==> src/rtl/pwm_pkg.sv <==
// Shared constants for the PWM generator: data width, register offsets
// within the 16-word window, and the default ID readback value.
package pwm_pkg;

    localparam int          DATA_W         = 16;
    localparam logic [15:0] ID_DEFAULT     = 16'h5057;

    localparam logic [3:0]  ADDR_CTRL      = 4'h0;
    localparam logic [3:0]  ADDR_ENABLE    = 4'h1;
    localparam logic [3:0]  ADDR_POLARITY  = 4'h2;
    localparam logic [3:0]  ADDR_PRESCALE  = 4'h3;
    localparam logic [3:0]  ADDR_PERIOD    = 4'h4;
    localparam logic [3:0]  ADDR_COUNT     = 4'h5;
    localparam logic [3:0]  ADDR_ID        = 4'h6;
    localparam logic [3:0]  ADDR_DUTY_BASE = 4'h8;

endpackage

==> src/rtl/pwm_gen_if.sv <==
// Host-bus slave port of the PWM block, as seen from the address decoder.
interface pwm_gen_if;
    import pwm_pkg::*;

    logic              pwm_cs;
    logic [DATA_W-1:0] pwm_addr;
    logic [DATA_W-1:0] pwm_wr_data;
    logic              pwm_wr_en;
    logic              pwm_rd_en;
    logic [DATA_W-1:0] pwm_rd_data;

    modport master (
        output pwm_cs, pwm_addr, pwm_wr_data, pwm_wr_en, pwm_rd_en,
        input  pwm_rd_data
    );

    modport slave (
        input  pwm_cs, pwm_addr, pwm_wr_data, pwm_wr_en, pwm_rd_en,
        output pwm_rd_data
    );

endinterface

==> src/rtl/pwm_timebase.sv <==
// Prescaler plus shared period counter. The active period copy only
// reloads from the shadow at a wrap (or continuously while stopped), so a
// period change never cuts a running period short.
module pwm_timebase
    import pwm_pkg::*;
(
    input  logic              clk,
    input  logic              rst,
    input  logic              run,
    input  logic [DATA_W-1:0] prescale,
    input  logic [DATA_W-1:0] period_sh,
    output logic [DATA_W-1:0] count,
    output logic              reload,
    output logic              period_strb
);

    logic [DATA_W-1:0] ps_cnt;
    logic [DATA_W-1:0] per_act;
    logic              tick;
    logic              wrap;

    // Prescale is compared against the live register, so a smaller value
    // written mid-count lets ps_cnt run on through 16'hFFFF before matching.
    assign tick   = run && (ps_cnt == prescale);
    assign wrap   = tick && (count == per_act);
    assign reload = !run || wrap;

    // Prescaler, period counter, active period copy and wrap strobe.
    always_ff @(posedge clk) begin
        if (rst) begin
            ps_cnt      <= '0;
            count       <= '0;
            per_act     <= '0;
            period_strb <= 1'b0;
        end else if (!run) begin
            ps_cnt      <= '0;
            count       <= '0;
            per_act     <= period_sh;
            period_strb <= 1'b0;
        end else begin
            period_strb <= wrap;
            if (tick) begin
                ps_cnt <= '0;
                if (wrap) begin
                    count   <= '0;
                    per_act <= period_sh;
                end else begin
                    count <= count + 16'd1;
                end
            end else begin
                ps_cnt <= ps_cnt + 16'd1;
            end
        end
    end

endmodule

==> src/rtl/pwm_gen.sv <==
// PWM generator: register file on the host bus, shared timebase, and one
// registered compare per channel with period-synchronised duty updates.
module pwm_gen
    import pwm_pkg::*;
#(
    parameter int          N_CH     = 3,
    parameter logic [15:0] ID_VALUE = ID_DEFAULT
) (
    input  logic            host_clk,
    input  logic            host_rst,
    pwm_gen_if.slave        bus,
    output logic [N_CH-1:0] pwm_out,
    output logic            pwm_period_strb
);

    logic              run_q;
    logic [N_CH-1:0]   enable_q;
    logic [N_CH-1:0]   polarity_q;
    logic [DATA_W-1:0] prescale_q;
    logic [DATA_W-1:0] period_sh;
    logic [DATA_W-1:0] duty_sh [N_CH];
    logic [DATA_W-1:0] count;
    logic              reload;
    logic              wr;
    logic              stop_wr;
    logic              run_eff;
    logic [3:0]        reg_addr;
    logic              unused_bits;

    assign reg_addr    = bus.pwm_addr[3:0];
    assign wr          = bus.pwm_cs && bus.pwm_wr_en;
    // Clearing RUN stops the counters on the very edge of the write.
    assign stop_wr     = wr && (reg_addr == ADDR_CTRL) && !bus.pwm_wr_data[0];
    assign run_eff     = run_q && !stop_wr;
    assign unused_bits = ^{bus.pwm_rd_en, bus.pwm_addr[15:4]};

    // Control and shared shadow registers.
    always_ff @(posedge host_clk) begin
        if (host_rst) begin
            run_q      <= 1'b0;
            enable_q   <= '0;
            polarity_q <= '0;
            prescale_q <= '0;
            period_sh  <= '0;
        end else if (wr) begin
            case (reg_addr)
                ADDR_CTRL:     run_q      <= bus.pwm_wr_data[0];
                ADDR_ENABLE:   enable_q   <= bus.pwm_wr_data[N_CH-1:0];
                ADDR_POLARITY: polarity_q <= bus.pwm_wr_data[N_CH-1:0];
                ADDR_PRESCALE: prescale_q <= bus.pwm_wr_data;
                ADDR_PERIOD:   period_sh  <= bus.pwm_wr_data;
                default: ;
            endcase
        end
    end

    pwm_timebase u_timebase (
        .clk         (host_clk),
        .rst         (host_rst),
        .run         (run_eff),
        .prescale    (prescale_q),
        .period_sh   (period_sh),
        .count       (count),
        .reload      (reload),
        .period_strb (pwm_period_strb)
    );

    for (genvar i = 0; i < N_CH; i++) begin : g_ch
        localparam logic [3:0] DUTY_ADDR = ADDR_DUTY_BASE + 4'(i);
        logic [DATA_W-1:0] duty_act;
        logic              out_r;

        // Duty shadow, active copy taken at wrap, and registered pin level.
        always_ff @(posedge host_clk) begin
            if (host_rst) begin
                duty_sh[i] <= '0;
                duty_act   <= '0;
                out_r      <= 1'b0;
            end else begin
                if (wr && (reg_addr == DUTY_ADDR)) begin
                    duty_sh[i] <= bus.pwm_wr_data;
                end
                if (reload) begin
                    duty_act <= duty_sh[i];
                end
                out_r <= polarity_q[i] ^ (run_q & enable_q[i] & (count < duty_act));
            end
        end

        assign pwm_out[i] = out_r;
    end

    // Zero-latency read mux feeding the decoder's own combinational mux.
    always_comb begin
        bus.pwm_rd_data = '0;
        if (bus.pwm_cs) begin
            case (reg_addr)
                ADDR_CTRL:     bus.pwm_rd_data[0]        = run_q;
                ADDR_ENABLE:   bus.pwm_rd_data[N_CH-1:0] = enable_q;
                ADDR_POLARITY: bus.pwm_rd_data[N_CH-1:0] = polarity_q;
                ADDR_PRESCALE: bus.pwm_rd_data           = prescale_q;
                ADDR_PERIOD:   bus.pwm_rd_data           = period_sh;
                ADDR_COUNT:    bus.pwm_rd_data           = count;
                ADDR_ID:       bus.pwm_rd_data           = ID_VALUE;
                default: begin
                    for (int k = 0; k < N_CH; k++) begin
                        if (reg_addr == ADDR_DUTY_BASE + 4'(k)) begin
                            bus.pwm_rd_data = duty_sh[k];
                        end
                    end
                end
            endcase
        end
    end

endmodule

==> src/flat_wrapper.sv <==
// flat-port wrapper written by rule: the top's interface ports become plain ports
module pwm_gen_flat import pwm_pkg::*;
#(
    parameter int          N_CH     = 3,
    parameter logic [15:0] ID_VALUE = ID_DEFAULT
)
  (host_clk, host_rst, pwm_out, pwm_period_strb, bus_pwm_cs, bus_pwm_addr, bus_pwm_wr_data, bus_pwm_wr_en, bus_pwm_rd_en, bus_pwm_rd_data);
  pwm_gen_if bus_i ();
  input  logic host_clk;
  input  logic host_rst;
  output logic [N_CH-1:0] pwm_out;
  output logic pwm_period_strb;
  input wire logic [$bits(bus_i.pwm_cs)-1:0] bus_pwm_cs;
  input wire logic [$bits(bus_i.pwm_addr)-1:0] bus_pwm_addr;
  input wire logic [$bits(bus_i.pwm_wr_data)-1:0] bus_pwm_wr_data;
  input wire logic [$bits(bus_i.pwm_wr_en)-1:0] bus_pwm_wr_en;
  input wire logic [$bits(bus_i.pwm_rd_en)-1:0] bus_pwm_rd_en;
  output wire logic [$bits(bus_i.pwm_rd_data)-1:0] bus_pwm_rd_data;
  assign bus_i.pwm_cs = bus_pwm_cs;
  assign bus_i.pwm_addr = bus_pwm_addr;
  assign bus_i.pwm_wr_data = bus_pwm_wr_data;
  assign bus_i.pwm_wr_en = bus_pwm_wr_en;
  assign bus_i.pwm_rd_en = bus_pwm_rd_en;
  assign bus_pwm_rd_data = bus_i.pwm_rd_data;
  pwm_gen #(.N_CH(N_CH), .ID_VALUE(ID_VALUE)) u_core (.host_clk(host_clk), .host_rst(host_rst), .bus(bus_i), .pwm_out(pwm_out), .pwm_period_strb(pwm_period_strb));
endmodule
==> config.mk <==
export PLATFORM = sky130hd
export DESIGN_NAME = pwm_gen_flat
export DESIGN_NICKNAME = d
export VERILOG_FILES = /design/src/rtl/pwm_pkg.sv /design/src/rtl/pwm_gen_if.sv /design/src/rtl/pwm_timebase.sv /design/src/rtl/pwm_gen.sv /design/src/flat_wrapper.sv
export SDC_FILE = /design/constraint.sdc
export NUM_CORES = 1
export LEC_CHECK = 0
export CAP_MARGIN = 15
export CORE_MARGIN = 4
export CORE_UTILIZATION = 50
export DETAILED_ROUTE_END_ITERATION = 7
export PLACE_DENSITY = 0.68
export SETUP_SLACK_MARGIN = 0.3
export SLEW_MARGIN = 30
export SYNTH_ARGS = -nofsm -noshare
export SYNTH_HDL_FRONTEND = slang
export SYNTH_SLANG_ARGS = --single-unit
==> constraint.sdc <==
create_clock -name host_clk -period 4 [get_ports host_clk]
set_input_delay 0.4 -clock host_clk [delete_from_list [all_inputs] [get_ports host_clk]]
set_output_delay 0.4 -clock host_clk [all_outputs]
set_load 0.01 [all_outputs]
# Yosys cells after proc, flatten, opt, wreduce, memory -nomap -nowiden
# Memories as Yosys holds them, arrays and structs flattened.
# Index checks and enable logic that the tools add are counted.
[classes]
addsub = 2
magnitude_cmp = 3
n_eq_ne = 13
muxes = 25
n_bitwise = 13
n_reduce_logical = 23
[ops]
columns = ["op", "count"]
rows = [
  ["16-bit two-way mux", 11],
  ["13-bit one-hot mux with 5 select lines", 1],
  ["16-bit < comparator", 3],
  ["16-bit by 1-bit adder with 16-bit output (second input constant)", 2],
  ["16-bit == test", 2],
  ["2-bit one-hot mux with 7 select lines", 1],
  ["4-bit by 3-bit == test with 1-bit output (second input constant)", 3],
  ["4-bit == test (second input constant)", 3],
  ["2-bit AND reduction", 6],
  ["1-bit two-way mux", 11],
  ["1-bit logical AND", 9],
  ["4-bit by 2-bit == test with 1-bit output (second input constant)", 2],
  ["1-bit one-hot mux with 7 select lines", 1],
  ["1-bit AND", 6],
  ["3-bit OR reduction", 2],
  ["4-bit by 1-bit == test with 1-bit output (second input constant)", 1],
  ["4-bit logical NOT", 1],
  ["2-bit by 1-bit != test with 1-bit output (second input constant)", 2],
  ["1-bit logical NOT", 3],
  ["1-bit OR", 3],
  ["1-bit XOR", 3],
  ["2-bit OR reduction", 1],
  ["1-bit logical OR", 1],
  ["1-bit inverter", 1],
]
[word_totals]
register_bits = 139
mem_bits_rw = 48
input_bits = 37
wordCells = 95
mem_count = 1
[memory_table]
columns = ["name", "depth", "width", "rd", "rd_clocked_by_memory_dff", "wr", "line_no", "text"]
rows = [
  ["u_core.duty_sh", 3, 16, 3, 0, 3, "pwm_gen.sv:21", "logic [DATA_W-1:0] duty_sh [N_CH];"],
]

# Longest topological paths before layout
[depth]
ltp_word = 10
depth_mapped = 8
depth_no_buf = 7

# Modules after synthesis
# A second synthesis with hierarchy kept.
[unflattened]
cells_unflattened = 1040
hier_area_um2 = 9693.0
[by_module_without_submodules]
columns = ["module", "n_inst", "cells_per_inst", "area_per_inst_um2"]
rows = [
  ["pwm_gen", 1, 754, 7171.9],
  ["pwm_timebase", 1, 286, 2521.2],
]

# Worst setup path before layout
# Ideal clock, no wire load.
[synth_timing]
path_kind = "input to output"
from = "input port bus_pwm_addr[2]"
to = "output port bus_pwm_rd_data[10]"
t_arrival_ns = 1.797
required_ns = 3.600
slack_ns = 1.803
path_stages = 5
n_path_buf = 2
cell_sequence = "buf_2 buf_1 nor3_1 a22oi_1 a31oi_1"
[synth_between]
elab_chain_len = 6
[synth_lines]
columns = ["item", "line_no", "text"]
rows = [
  ["start: declaration", "flat_wrapper.sv:14", "input wire logic [$bits(bus_i.pwm_addr)-1:0] bus_pwm_addr;"],
  ["4-bit == test", "pwm_gen.sv:107", "if (reg_addr == ADDR_DUTY_BASE + 4'(k)) begin"],
  ["16-bit two-way mux (3 in a row)", "pwm_gen.sv:107", ""],
  ["13-bit one-hot mux with 5 select lines *", "pwm_gen.sv:97", "case (reg_addr)"],
  ["16-bit two-way mux *", "pwm_gen.sv:96", "if (bus.pwm_cs) begin"],
  ["end: declaration", "flat_wrapper.sv:18", "output wire logic [$bits(bus_i.pwm_rd_data)-1:0] bus_pwm_rd_data;"],
]
# Every way passes the cells marked *; elsewhere a longest branch is shown, timed or not.

# Final worst setup path
[layout_timing]
from = "input port bus_pwm_addr[0]"
to = "output port bus_pwm_rd_data[14]"
# The elaborated chain is that of the path after synthesis.

==> impl_metrics.toml <==
[outcome]
status = "complete, no violations"

[grt]
grt_overflow = 0
grt_first_pass_wirelength_um = 40980
grt_pass1_vias = 7264
grt_max_degree = 95
grt_usage_pct = 24.09
antenna_found_initial = 0

[synth]
async_flop_share_pct = 0
yosys.cell_types.count = 54
synthFlopType = "dfxtp_1"
synth.cell_area_sq_mm = 0.01000
postSynthCellCount = 1053
ys_seq_area_share_pct = 42.24
yosysTopAreaCellShare_pct = 27.83
synth.most_common_cell = "dfxtp_1"
synth_edf_count = 48
avgSynthCellArea_sq_um = 9.496
ys_top_cells_by_count = "dfxtp_1 (139), nand2b_1 (131), mux2i_1 (86)"
ys_top_cells_by_area = "dfxtp_1 (28%), edfxtp_1 (14%), mux2i_1 (8.6%)"
synth_warnings = 0
ys_ff_latch = 187
synth_nets = 1137
synth_area_leader_cell = "dfxtp_1"

[die]
rows = 51
die_h_um = 149.4
dieArea_sq_mm = 0.02233
initial_core_util_pct = 51.04
pin_count = 57
die_w_um = 149.4
coreArea_sq_mm = 0.01959

[pwr]
power.share.switching_pct = 24.21
pwr-share-clk_pct = 42.2
combPwrFrac_pct = 7.6
powerDensity_mw_per_mm2 = 358.7
power_mw = 4.043
seqPwrFrac_pct = 50.2
intPower_mw = 3.064
ir_drop_mv = 0.2914
p_leak_nw = 4.203
switchingPower_uw = 978.8

[routing]
drtIter0Drc = 726
ant_nets = 0
vias = 7712
first_pass_iters = 5
wirelength_um = 26410
routed_wire_length_per_instance_um = 19.49
vias_per_cell = 5.692
drc = 0

[cells_and_area]
fin_util_pct = 57.54
fin_area_sq_mm = 0.01127
area_growth_syn_to_layout_pct = 12.73
layout-drive-gt1-share_pct = 6.789
antenna_cells = 0
fin_nets = 1161
final_cells = 1355

[setup_path]
endpoint_kind = "output pin"
startpoint_type = "input port"
cp_max_fo = 16
r2r_start = "u_core.u_timebase.count[10]"
worstPathRequired_ps = 3600
crit_arrival_ps = 3040
criticalPathCategory = "in2out"
crit_start = "bus_pwm_addr[0]"
reg2reg_depth = 5

[sta]
post-route-min-period_ps = 3436
finalSetupTns_ps = 0
max_slew_margin_pct = 47.21
period_share_pct = 85.91
clock_skew_ps = 13.90
drv_slew = 0
hold_viol = 0
fmax_mhz = 291.0
setup_ws_ps = 563.7
worst_pin_slew_ps = 789.6
whs_ps = 468.0
rsz0062_at_grt = "false"
finalSetupViolCount = 0

[hold_path]
holdCritPathClass = "reg2reg"
min_from = "u_core.u_timebase.ps_cnt[0]"
whs_path_depth = 1

[place]
place_ws_ps = 724.0
port_buffers = 43
place_area_sq_mm = 0.01069
dp_cells = 1323
globalplace.congestion = 0.8631
dpl.hpwl_um = 18320

[cts]
clockRootBuffer = "clkbuf_16"
cts.path.max_buffers = 2
post_cts_buffers = 0
insertion_delay_ps = 440
cts_tree = "built"
cts_sinks = 187
cts_hold_buf = 0
htree_num_levels = 4
cts_buffers = 17
path_clk_slew_ps = 70
ctsResizeCount = 0

[flow_run]
cap_viol_max_count = 0
## final timing paths
path / endpoint / slack (ps)
max reg2reg: u_core.u_timebase.count[9] / 1350
min reg2reg: u_core.u_timebase.ps_cnt[0] / 470
max: bus_pwm_rd_data[14] / 560
min: u_core.u_timebase.ps_cnt[0] / 470
## metal layers
metal,vias to the layer above,part of all wire (%),GRT usage [%]
met5,-,0,0
met4,0,2.3,7.414
met3,35,5.3,3.664
met2,195,47,39.12
met1,3752,45,33.37
li1,3730,-,-
## layout by cell type, fill, tap and decap left out, types with 11 or more instances in the layout
cell,instances
mux2i_1,86
clkdlybuf4s50_1,42
nand2b_1,131
nand4_1,11
edfxtp_1,48
ha_1,47
dfxtp_1,139
a21o_1,12
buf_4,23
clkbuf_16,17
o21ai_0,21
a21oi_1,46
inv_1,51
and2_1,50
nand3_1,14
a22oi_1,35
a31oi_1,11
or4_1,12
nand2_1,73
nor2_1,53
o31ai_1,11
xor2_1,42
## layout make-up
cell class	count	area [sq um]
clock inverters	12	136.4
inverters	51	191.4
well taps	265	331.6
fillers	1733	8318
clock buffers	20	446.7
flip-flops and latches	187	4224
multi-input cells	754	5329
repair buffers	66	613.1
## flip-flops by register name, indices dropped and copies added (netlist names), 16 cells and up
name,cells
u_core.period_sh,16
u_core.prescale_q,16
u_core.u_timebase.per_act,16
u_core.u_timebase.count,16
u_core.g_ch.duty_act,48
u_core.u_timebase.ps_cnt,16
u_core.duty_sh,48
## cell families after synthesis
logic type	Yosys count	share of synthesized area, %
multiplexers	89	8.946
AND/OR/NAND/NOR	397	22.62
flip-flops	187	42.24
XOR/XNOR	46	4.029
buffers and inverters	112	4.742
adder cells (fa/ha/maj)	47	5.881
AO/OA/AOI/OAI	175	11.54
## critical path, cell delays in order
cell	delay, ps
clkdlybuf4s50_1	540
buf_4	240
nand2b_1	150
nor2_1	170
buf_4	240
a22oi_1	90
a311oi_1	540
clkdlybuf4s50_1	660
## power by group through the flow
stage | clock (mW) | sequential (mW) | combinational, mW
floorplan | 0 | 2.06 | 0.187
global placement | 0 | 2.07 | 0.299
detailed placement | 0 | 2.07 | 0.304
CTS | 1.72 | 2.03 | 0.306
global route | 1.80 | 2.03 | 0.336
finish | 1.71 | 2.03 | 0.307
No activity file was read; power rests on OpenSTA's default activity.
